## src/rtl/rx_command_exec_if.sv

```systemverilog
// Command push interface between the RX command generator (master) and rx_command_exec (slave).
interface rx_command_exec_if;
  logic [31:0] command_i;
  logic [63:0] time_i;
  logic        store_command;

  modport master (output command_i, output time_i, output store_command);
  modport slave  (input  command_i, input  time_i, input  store_command);
endinterface

```

## src/rtl/rx_command_exec.sv

```systemverilog
// RX command executor: queues {time,command} words and gates ADC samples against VITA time.
// Optional RX_CMD_LATE_ERR_EN: late timed commands are dropped with err_late instead of run at once.
module rx_command_exec #(
  parameter int CMD_FIFO_AW = 3
) (
  input  logic                 clk,
  input  logic                 reset,
  rx_command_exec_if.slave     cmd,
  input  logic [63:0]          vita_time,
  input  logic                 sample_valid,
  output logic                 run,
  output logic                 sample_strobe,
  output logic                 sof,
  output logic                 eof,
  output logic                 cmd_done,
  output logic                 err_late,
  output logic                 err_chain,
  output logic                 cmd_overflow,
  output logic [CMD_FIFO_AW:0] fifo_level
);

  localparam int DEPTH = 1 << CMD_FIFO_AW;
  localparam logic [CMD_FIFO_AW-1:0] PTR_ONE = 1;
  localparam logic [CMD_FIFO_AW:0]   LVL_ONE = 1;
  localparam logic [CMD_FIFO_AW:0]   LVL_FULL = DEPTH[CMD_FIFO_AW:0];

  typedef enum logic [1:0] {S_IDLE = 2'd0, S_WAIT = 2'd1, S_RUN = 2'd2} state_t;
  state_t state, state_nxt;

  logic [95:0]            mem [DEPTH];
  logic [95:0]            head;
  logic [CMD_FIFO_AW-1:0] wr_ptr, rd_ptr;
  logic [CMD_FIFO_AW:0]   level;
  logic                   push, pop, load, empty, full;
  logic                   head_stop, head_zero;

  logic                   imm_r, chain_r, reload_r;
  logic [27:0]            nl_r;
  logic [63:0]            time_r;
  logic [27:0]            count;
  logic                   last, eof_hit, abort, at_time, late;

  assign empty        = (level == '0);
  assign full         = (level == LVL_FULL);
  assign head         = mem[rd_ptr];
  assign head_stop    = head[28];
  assign head_zero    = (head[27:0] == 28'd0);
  assign push         = cmd.store_command & (~full | pop);
  assign cmd_overflow = cmd.store_command & full & ~pop;
  assign load         = pop & ~head_stop;
  assign fifo_level   = level;

  assign run           = (state == S_RUN);
  assign sample_strobe = run & sample_valid;
  assign last          = (count == (nl_r - 28'd1));
  assign eof_hit       = sample_strobe & last;
  assign sof           = sample_strobe & (count == 28'd0);
  assign eof           = eof_hit;
  assign abort         = run & ~empty & head_stop;
  assign at_time       = imm_r | (vita_time == time_r);
  assign late          = ~imm_r & (vita_time > time_r);

  always_ff @(posedge clk) begin
    if (push) mem[wr_ptr] <= {cmd.time_i, cmd.command_i};
  end

  always_ff @(posedge clk or posedge reset) begin
    if (reset) begin
      wr_ptr <= '0;
      rd_ptr <= '0;
      level  <= '0;
    end else begin
      if (push) wr_ptr <= wr_ptr + PTR_ONE;
      if (pop)  rd_ptr <= rd_ptr + PTR_ONE;
      if (push && !pop)      level <= level + LVL_ONE;
      else if (pop && !push) level <= level - LVL_ONE;
    end
  end

  // Command registers hold the active burst; a stop word is never loaded.
  always_ff @(posedge clk) begin
    if (load) begin
      imm_r    <= head[31];
      chain_r  <= head[30];
      reload_r <= head[29];
      nl_r     <= head[27:0];
      time_r   <= head[95:32];
    end
  end

  always_ff @(posedge clk or posedge reset) begin
    if (reset)                 count <= 28'd0;
    else if (load || eof_hit)  count <= 28'd0;
    else if (sample_strobe)    count <= count + 28'd1;
  end

  always_ff @(posedge clk or posedge reset) begin
    if (reset) state <= S_IDLE;
    else       state <= state_nxt;
  end

  always_comb begin
    state_nxt = state;
    case (state)
      S_IDLE: if (!empty && !head_stop && !head_zero) state_nxt = S_WAIT;
      S_WAIT: begin
        if (at_time) state_nxt = S_RUN;
`ifdef RX_CMD_LATE_ERR_EN
        else if (late) state_nxt = S_IDLE;
`else
        else if (late) state_nxt = S_RUN;
`endif
      end
      S_RUN: begin
        // A queued stop wins over chaining, even on the eof sample.
        if (abort) state_nxt = S_IDLE;
        else if (eof_hit) begin
          if (!chain_r)              state_nxt = S_IDLE;
          else if (!reload_r && (empty || head_zero)) state_nxt = S_IDLE;
        end
      end
      default: state_nxt = S_IDLE;
    endcase
  end

  always_comb begin
    pop       = 1'b0;
    cmd_done  = 1'b0;
    err_chain = 1'b0;
    err_late  = 1'b0;
    case (state)
      S_IDLE: begin
        pop      = ~empty;
        cmd_done = ~empty & (head_stop | head_zero);
      end
      S_WAIT: begin
`ifdef RX_CMD_LATE_ERR_EN
        err_late = ~at_time & late;
`endif
      end
      S_RUN: begin
        if (abort) begin
          pop      = 1'b1;
          cmd_done = 1'b1;
        end else if (eof_hit) begin
          if (!chain_r) cmd_done = 1'b1;
          else if (!reload_r) begin
            if (empty) err_chain = 1'b1;
            else begin
              pop      = 1'b1;
              cmd_done = head_zero;
            end
          end
        end
      end
      default: ;
    endcase
  end

endmodule

```

## src/flat_wrapper.sv

```systemverilog
// flat-port wrapper written by rule: the top's interface ports become plain ports
module rx_command_exec_flat 
#(
  parameter int CMD_FIFO_AW = 3
)
  (clk, reset, vita_time, sample_valid, run, sample_strobe, sof, eof, cmd_done, err_late, err_chain, cmd_overflow, fifo_level, cmd_command_i, cmd_time_i, cmd_store_command);
  rx_command_exec_if cmd_i ();
  input  logic clk;
  input  logic reset;
  input  logic [63:0] vita_time;
  input  logic sample_valid;
  output logic run;
  output logic sample_strobe;
  output logic sof;
  output logic eof;
  output logic cmd_done;
  output logic err_late;
  output logic err_chain;
  output logic cmd_overflow;
  output logic [CMD_FIFO_AW:0] fifo_level;
  input wire logic [$bits(cmd_i.command_i)-1:0] cmd_command_i;
  input wire logic [$bits(cmd_i.time_i)-1:0] cmd_time_i;
  input wire logic [$bits(cmd_i.store_command)-1:0] cmd_store_command;
  assign cmd_i.command_i = cmd_command_i;
  assign cmd_i.time_i = cmd_time_i;
  assign cmd_i.store_command = cmd_store_command;
  rx_command_exec #(.CMD_FIFO_AW(CMD_FIFO_AW)) u_core (.clk(clk), .reset(reset), .cmd(cmd_i), .vita_time(vita_time), .sample_valid(sample_valid), .run(run), .sample_strobe(sample_strobe), .sof(sof), .eof(eof), .cmd_done(cmd_done), .err_late(err_late), .err_chain(err_chain), .cmd_overflow(cmd_overflow), .fifo_level(fifo_level));
endmodule
```

## config.mk

```make
export PLATFORM = sky130hd
export DESIGN_NAME = rx_command_exec_flat
export DESIGN_NICKNAME = d
export VERILOG_FILES = /design/src/rtl/rx_command_exec_if.sv /design/src/rtl/rx_command_exec.sv /design/src/flat_wrapper.sv
export SDC_FILE = /design/constraint.sdc
export NUM_CORES = 1
export LEC_CHECK = 0
export ABC_AREA = 0
export CAP_MARGIN = 25
export CORE_MARGIN = 2
export CORE_UTILIZATION = 34
export DETAILED_ROUTE_END_ITERATION = 7
export GPL_TIMING_DRIVEN = 0
export HOLD_SLACK_MARGIN = 0.08
export PLACE_DENSITY = 0.59
export SKIP_LAST_GASP = 1
export SLEW_MARGIN = 20
export SYNTH_ARGS = -nofsm -noshare
export SYNTH_HDL_FRONTEND = slang
export SYNTH_SLANG_ARGS = --single-unit
export TNS_END_PERCENT = 5
```

## constraint.sdc

```tcl
create_clock -name clk -period 11.4 [get_ports clk]
set_clock_uncertainty 0.05 [all_clocks]
set_input_delay 3.42 -clock clk [delete_from_list [all_inputs] [get_ports clk]]
set_output_delay 3.42 -clock clk [all_outputs]
set_load 0.02 [all_outputs]
```

# After elaboration in Yosys (flattened, before gate mapping)
# Memory sizes are Yosys's and may differ from the RTL's.
# Cells that the tools add are included.
# word_totals
input_bits	164
elab_cells	98
ram_bits	768
memories	1
register_bits	135
# mem_list
memory	words	word_bits	read_ports	rd_ports_with_merged_regs	write_ports	line	rtl
u_core.mem	8	96	1	0	1	rx_command_exec.sv:30	logic [95:0] mem [DEPTH];
# classes
n_eq_ne	9
reduce_logical	20
n_lt_le_gt_ge	1
n_addsub	6
bitwise	19
muxes	32
# op_table
cell	count
$eq 64x64->1	1
$gt 64x64->1	1
$logic_not 28->1	2
$mux 28	2
$add 28x1->28 const B	1
$eq 28x28->1	1
$sub 28x1->28 const B	1
$mux 1	18
$mux 2	7
$and 1x1->1	11
$mux 4	2
$add 3x1->3 const B	2
$logic_not 1->1	6
$pmux 2 s3	1
$logic_and 1x1->1	5
$not 1->1	5
$add 4x1->4 const B	1
$eq 4x4->1 const B	1
$logic_not 4->1	1
$ne 4x4->1 const B	1
$pmux 1 s2	2
$reduce_and 4->1	1
$reduce_bool 2->1	2
$sub 4x1->4 const B	1
other kinds (8)	11

# Logic depth before layout (Yosys ltp)
# logic_depth
ltp_word	13
mapped_depth	19
ltp_nobuf	18

# Worst setup path before layout
# Ideal clock, no wire load.
# synth_path
path_type	input port to flip-flop
from	in sample_valid
to	mem u_core.mem[0][0], enable pin
arrival_time_ps	13861
stages	8
slack_ps	-3297
n_path_buf	1
cell_sequence	and3b_1 nand3_1 nor4_1 nor4b_4 nand4_4 o21a_2 buf_6 nor4_1
# synth_between
elab_chain_len	9
# synth_rtl
element	line	rtl
start, declared	flat_wrapper.sv:11	input logic sample_valid;
$and 1x1->1	rx_command_exec.sv:54	assign sample_strobe = run & sample_valid;
$and 1x1->1	rx_command_exec.sv:56	assign eof_hit = sample_strobe & last;
$mux 1	rx_command_exec.sv:145	end else if (eof_hit) begin
$mux 1	rx_command_exec.sv:142	if (abort) begin
$pmux 1 s2	rx_command_exec.sv:131	case (state)
$or 1x1->1	rx_command_exec.sv:48	assign push = cmd.store_command & (~full | pop);
$and 1x1->1	rx_command_exec.sv:48	
$mux 1	rx_command_exec.sv:64	if (push) mem[wr_ptr] <= {cmd.time_i, cmd.command_i};
$mux 1 (implied by the code)	rx_command_exec.sv:64	
end, declared	rx_command_exec.sv:30	
# Every way passes these cells.

# Final worst setup path
# layout_path
from	in sample_valid
to	out cmd_done
# layout_between
elab_chain_len	5
# layout_rtl
element	line	rtl
$and 1x1->1	rx_command_exec.sv:54	
$and 1x1->1	rx_command_exec.sv:56	
$mux 1	rx_command_exec.sv:145	
$mux 1	rx_command_exec.sv:142	
$pmux 1 s2	rx_command_exec.sv:131	
end, declared	flat_wrapper.sv:16	output logic cmd_done;
# Every way passes these cells.

==> results.tsv <==
stage	metric	value	unit
clock_tree	post-CTS setup buffer count	0	
drt	antenna-violating nets left	0	
power	leak pwr	15.5	nW
placed_design	dpl cell area	42000	um2
power	pwr dens	253	nW/um2
clock_tree	clk buf depth	3	
floorplanning	die area	112000	um2
floorplanning	FP Rows	121	
synth	Warnings, synthesis	0	
drt	total number of vias	19700	
clock_tree	H-tree level count	3	
clock_tree	Worst-path clk slew	60	ps
worst_setup_path	Critical Path RT	7930	ps
drt	Top Layer Used	met5	
synth	Synth Instances	1992	
placed_design	DP Wirelength	64200	um
clock_tree	clk sink count	903	
timing	final count of hold timing violations	0	
timing	Max-slew headroom	30.3	%
placed_design	placed insts	3720	
power	VDD IR-drop max	0.144	mV
drt	WL per Instance	23.0	um
clock_tree	Clk Latency, worst-skew pair	670	ps
drt	Routed met1 length	38200	um
floorplanning	total core area	108000	um2
floorplanning	# IOs	176	
timing	Max Slew Vio Count	0	
drt	TritonRoute pass-1 iters	5	
synth	mapped cell area	37000	um2
power	reported net switching power	3.53	mW
power	Pint	7.93	mW
synth	Seq/Total Area, Yosys	72.7	%
worst_setup_path	element type at the critical path start	primary input	
finish	Area growth, synth to finish	22.3	%
timing	final setup vio count	0	
timing	Final Cycle Share	90.6	%
drt	DRT iter0 DRCs	1850	
floorplanning	die height	334	um
clock_tree	cts bufs inserted	96	
finish	layout cell share with drive strength beyond 1	21.9	%
floorplanning	Initial Util	34.2	%
clock_tree	number of gates resized after CTS	0	
drt	DRC violation count after routing	0	
worst_setup_path	Max Fanout on Critical Path	10	
synth	Yosys top cell by area	edfxtp_1	
synth	Synth cell types	76	
finish	non-filler cells, final	3903	
placed_design	global placer's final weighted congestion	0.846	
floorplanning	Die X	334	um
grt	vias in the first global route	20800	
timing	final critical-path required period	10330	ps
grt	initial antenna violation count	20	
synth	Synth Flop Type	edfxtp_1	
grt	largest net degree at the start of global routing	29	
clock_tree	CTS tree	built	
grt	Overflow after GRT	0	
timing	Worst-Margin Slew	1050	ps
clock_tree	root cell of the clock tree	clkbuf_16	
run_status	status	complete, no violations	
worst_hold_path	Worst Hold Class	flip-flop to flip-flop	
power	Sw Ratio	30.8	%
worst_setup_path	Arr. time, crit path	6860	ps
synth	register bit total from synthesis	903	
timing	RSZ-0062 raised after global routing	no	
synth	syn_nets	2229	
grt	GRT Total Usage	16.1	%
synth	Synth area leaders	edfxtp_1 70%, mux4_2 8.8%, dfrtp_1 2.7%, mux2i_1 2.6%, ha_1 2.4%	
drt	Met3 Wirelength	5050	um
power	Reg power frac	40.9	%
placed_design	Port Buf Inserts	174	
synth	mean post-synth cell area	18.6	um2
finish	Layout Nets	2651	
drt	metal2 WL	44400	um
timing	max frequency	96.8	MHz
synth	EDFF count, synth	863	
drt	routed wire length	89800	um
clock_tree	hold buffers post-CTS	0	
worst_setup_path	critical path capture point type	output pin	
power	clock power share	27.1	%
synth	async set-reset flop share out of synthesis	4.43	%
finish	Final Cell Area	45300	um2
worst_setup_path	WS Path Type	primary input to output pin	
grt	first-pass GRT wire length	134000	um
flow_run	maxcap violations	0	
timing	Hold Slack	507	ps
power	combinational power share	31.9	%
synth	post-synth top area share	70.0	%
drt	post-DR vias/cell	5.04	
-- metal layers --
layer | GRT usage [%] | up-vias
met5 | 0 | -
met4 | 4.90 | 28
met3 | 3.39 | 138
met2 | 27.2 | 507
met1 | 20.8 | 10200
li1 | - | 8852
-- worst max-delay path, cell delays in order --
cell and delay [ps]:
clkdlybuf4s50_1 580, and3b_1 310, nand3_1 110, nor4_1 470, nor4b_4 340, nand4_4 240, o31ai_1 640, clkdlybuf4s50_1 730
-- registers in the layout, indices dropped and copies added (netlist names) --
signal and cells:
u_core.mem 768, u_core.time_r 64, u_core.count 28, u_core.nl_r 28
u_core.fifo_level 4, u_core.rd_ptr 3, u_core.wr_ptr 3, u_core.state 2
u_core.chain_r 1, u_core.imm_r 1, u_core.reload_r 1
-- power by group through the flow --
stage	Clock (mW)	Combinational, mW	Sequential, mW
floorplan	0	2.26	4.80
global placement	0	3.32	5.03
detailed placement	0	3.67	4.76
CTS	3.18	3.68	4.69
global route	3.31	3.97	4.74
finish	3.11	3.66	4.69
-- through the flow --
step	total power, mW	worst slack (ps)	util [%]	setup TNS (ps)
floorplan	7.05	-650	-	-374320
global placement	8.35	-10030	37.4	-7247340
detailed placement	8.43	951	38.8	0
CTS	11.6	944	41.7	0
global route	12.0	960	41.8	0
finish	11.5	1070	41.8	0
-- final timing paths --
kind / to / slack, ps / start / depth (start not counted)
setup / recovery: cmd_done / 1070 / sample_valid / 8
hold / removal: u_core.fifo_level[3] / 510 / u_core.fifo_level[3] / 1
hold reg to reg: u_core.fifo_level[3] / 510 / u_core.fifo_level[3] / 1
setup reg to reg: u_core.mem[5][41] / 6220 / u_core.nl_r[0] / 17
max in group asynchronous: u_core.count[25] / 7830 / reset / 3
min in group asynchronous: u_core.wr_ptr[2] / 3010 / reset / 2
-- logic make-up (layout without fill, tap and decap cells) --
group           count (synthesis)  after routing  synth area share [%]
compound gates                163            163                  3.24
xor+xnor                       70             70                  1.66
fa+ha+maj                      73             73                  2.49
buf+inv                       162            656                  1.75
flops                         903            903                  72.7
mux                           315            315                  13.6
other cells                     1              4                0.0101
simple gates                  305            305                  4.54
-- layout make-up --
type,instances,area (um2)
diodes,3,7.51
plain buffers,83,355
clock buffers,111,2520
clock inverters,59,611
fillers,9516,63100
inverters,79,297
multi-input cells,927,9540
flip-flops and latches,903,26900
well taps,1414,1770
repair buffers,324,3280
-- cells in the mapped netlist (4+ instances only) --
| master | number |
|---|---|
| edfxtp_1 | 863 |
| and4_1 | 6 |
| inv_1 | 79 |
| o211ai_1 | 5 |
| or4_1 | 4 |
| nand3b_1 | 4 |
| and2_1 | 27 |
| a211oi_1 | 6 |
| a31oi_1 | 4 |
| xor2_1 | 33 |
| a21oi_1 | 21 |
| mux4_2 | 144 |
| clkbuf_1 | 53 |
| nand4_1 | 26 |
| mux2i_1 | 97 |
| nor2_1 | 77 |
| nand2_1 | 45 |
| or3_1 | 5 |
| nand2b_1 | 6 |
| ha_1 | 72 |
| nand3_1 | 23 |
| mux2_2 | 73 |
| and3_1 | 5 |
| nand4b_1 | 6 |
| nor2b_1 | 7 |
| nor4_1 | 20 |
| xnor2_1 | 37 |
| buf_2 | 6 |
| a22oi_1 | 60 |
| dfrtp_1 | 40 |
| buf_1 | 18 |
| nor3_1 | 25 |
| o21ai_0 | 21 |
| a21o_1 | 11 |
-- layout by cell type, fill, tap and decap left out, types with 7 or more instances in the layout --
master,Yosys,layout
edfxtp_1,863,863
clkdlybuf4s50_1,0,174
mux4_2,144,144
clkbuf_16,0,99
mux2i_1,97,97
inv_1,79,78
nor2_1,77,76
mux2_2,73,73
buf_6,3,72
ha_1,72,72
buf_4,3,71
clkbuf_1,53,64
a22oi_1,60,60
nand2_1,45,45
dfrtp_1,40,40
xnor2_1,37,37
xor2_1,33,33
and2_1,27,27
nand4_1,26,26
nand3_1,23,23
clkinv_1,0,23
a21oi_1,21,21
o21ai_0,21,21
nor3_1,25,19
nor4_1,20,18
buf_1,18,17
clkinv_2,0,14
bufinv_16,0,12
a21o_1,11,11
buf_2,6,7
nor3_2,1,7
nor2b_1,7,7
buf_8,0,7
No activity file was read; power rests on OpenSTA's default activity.
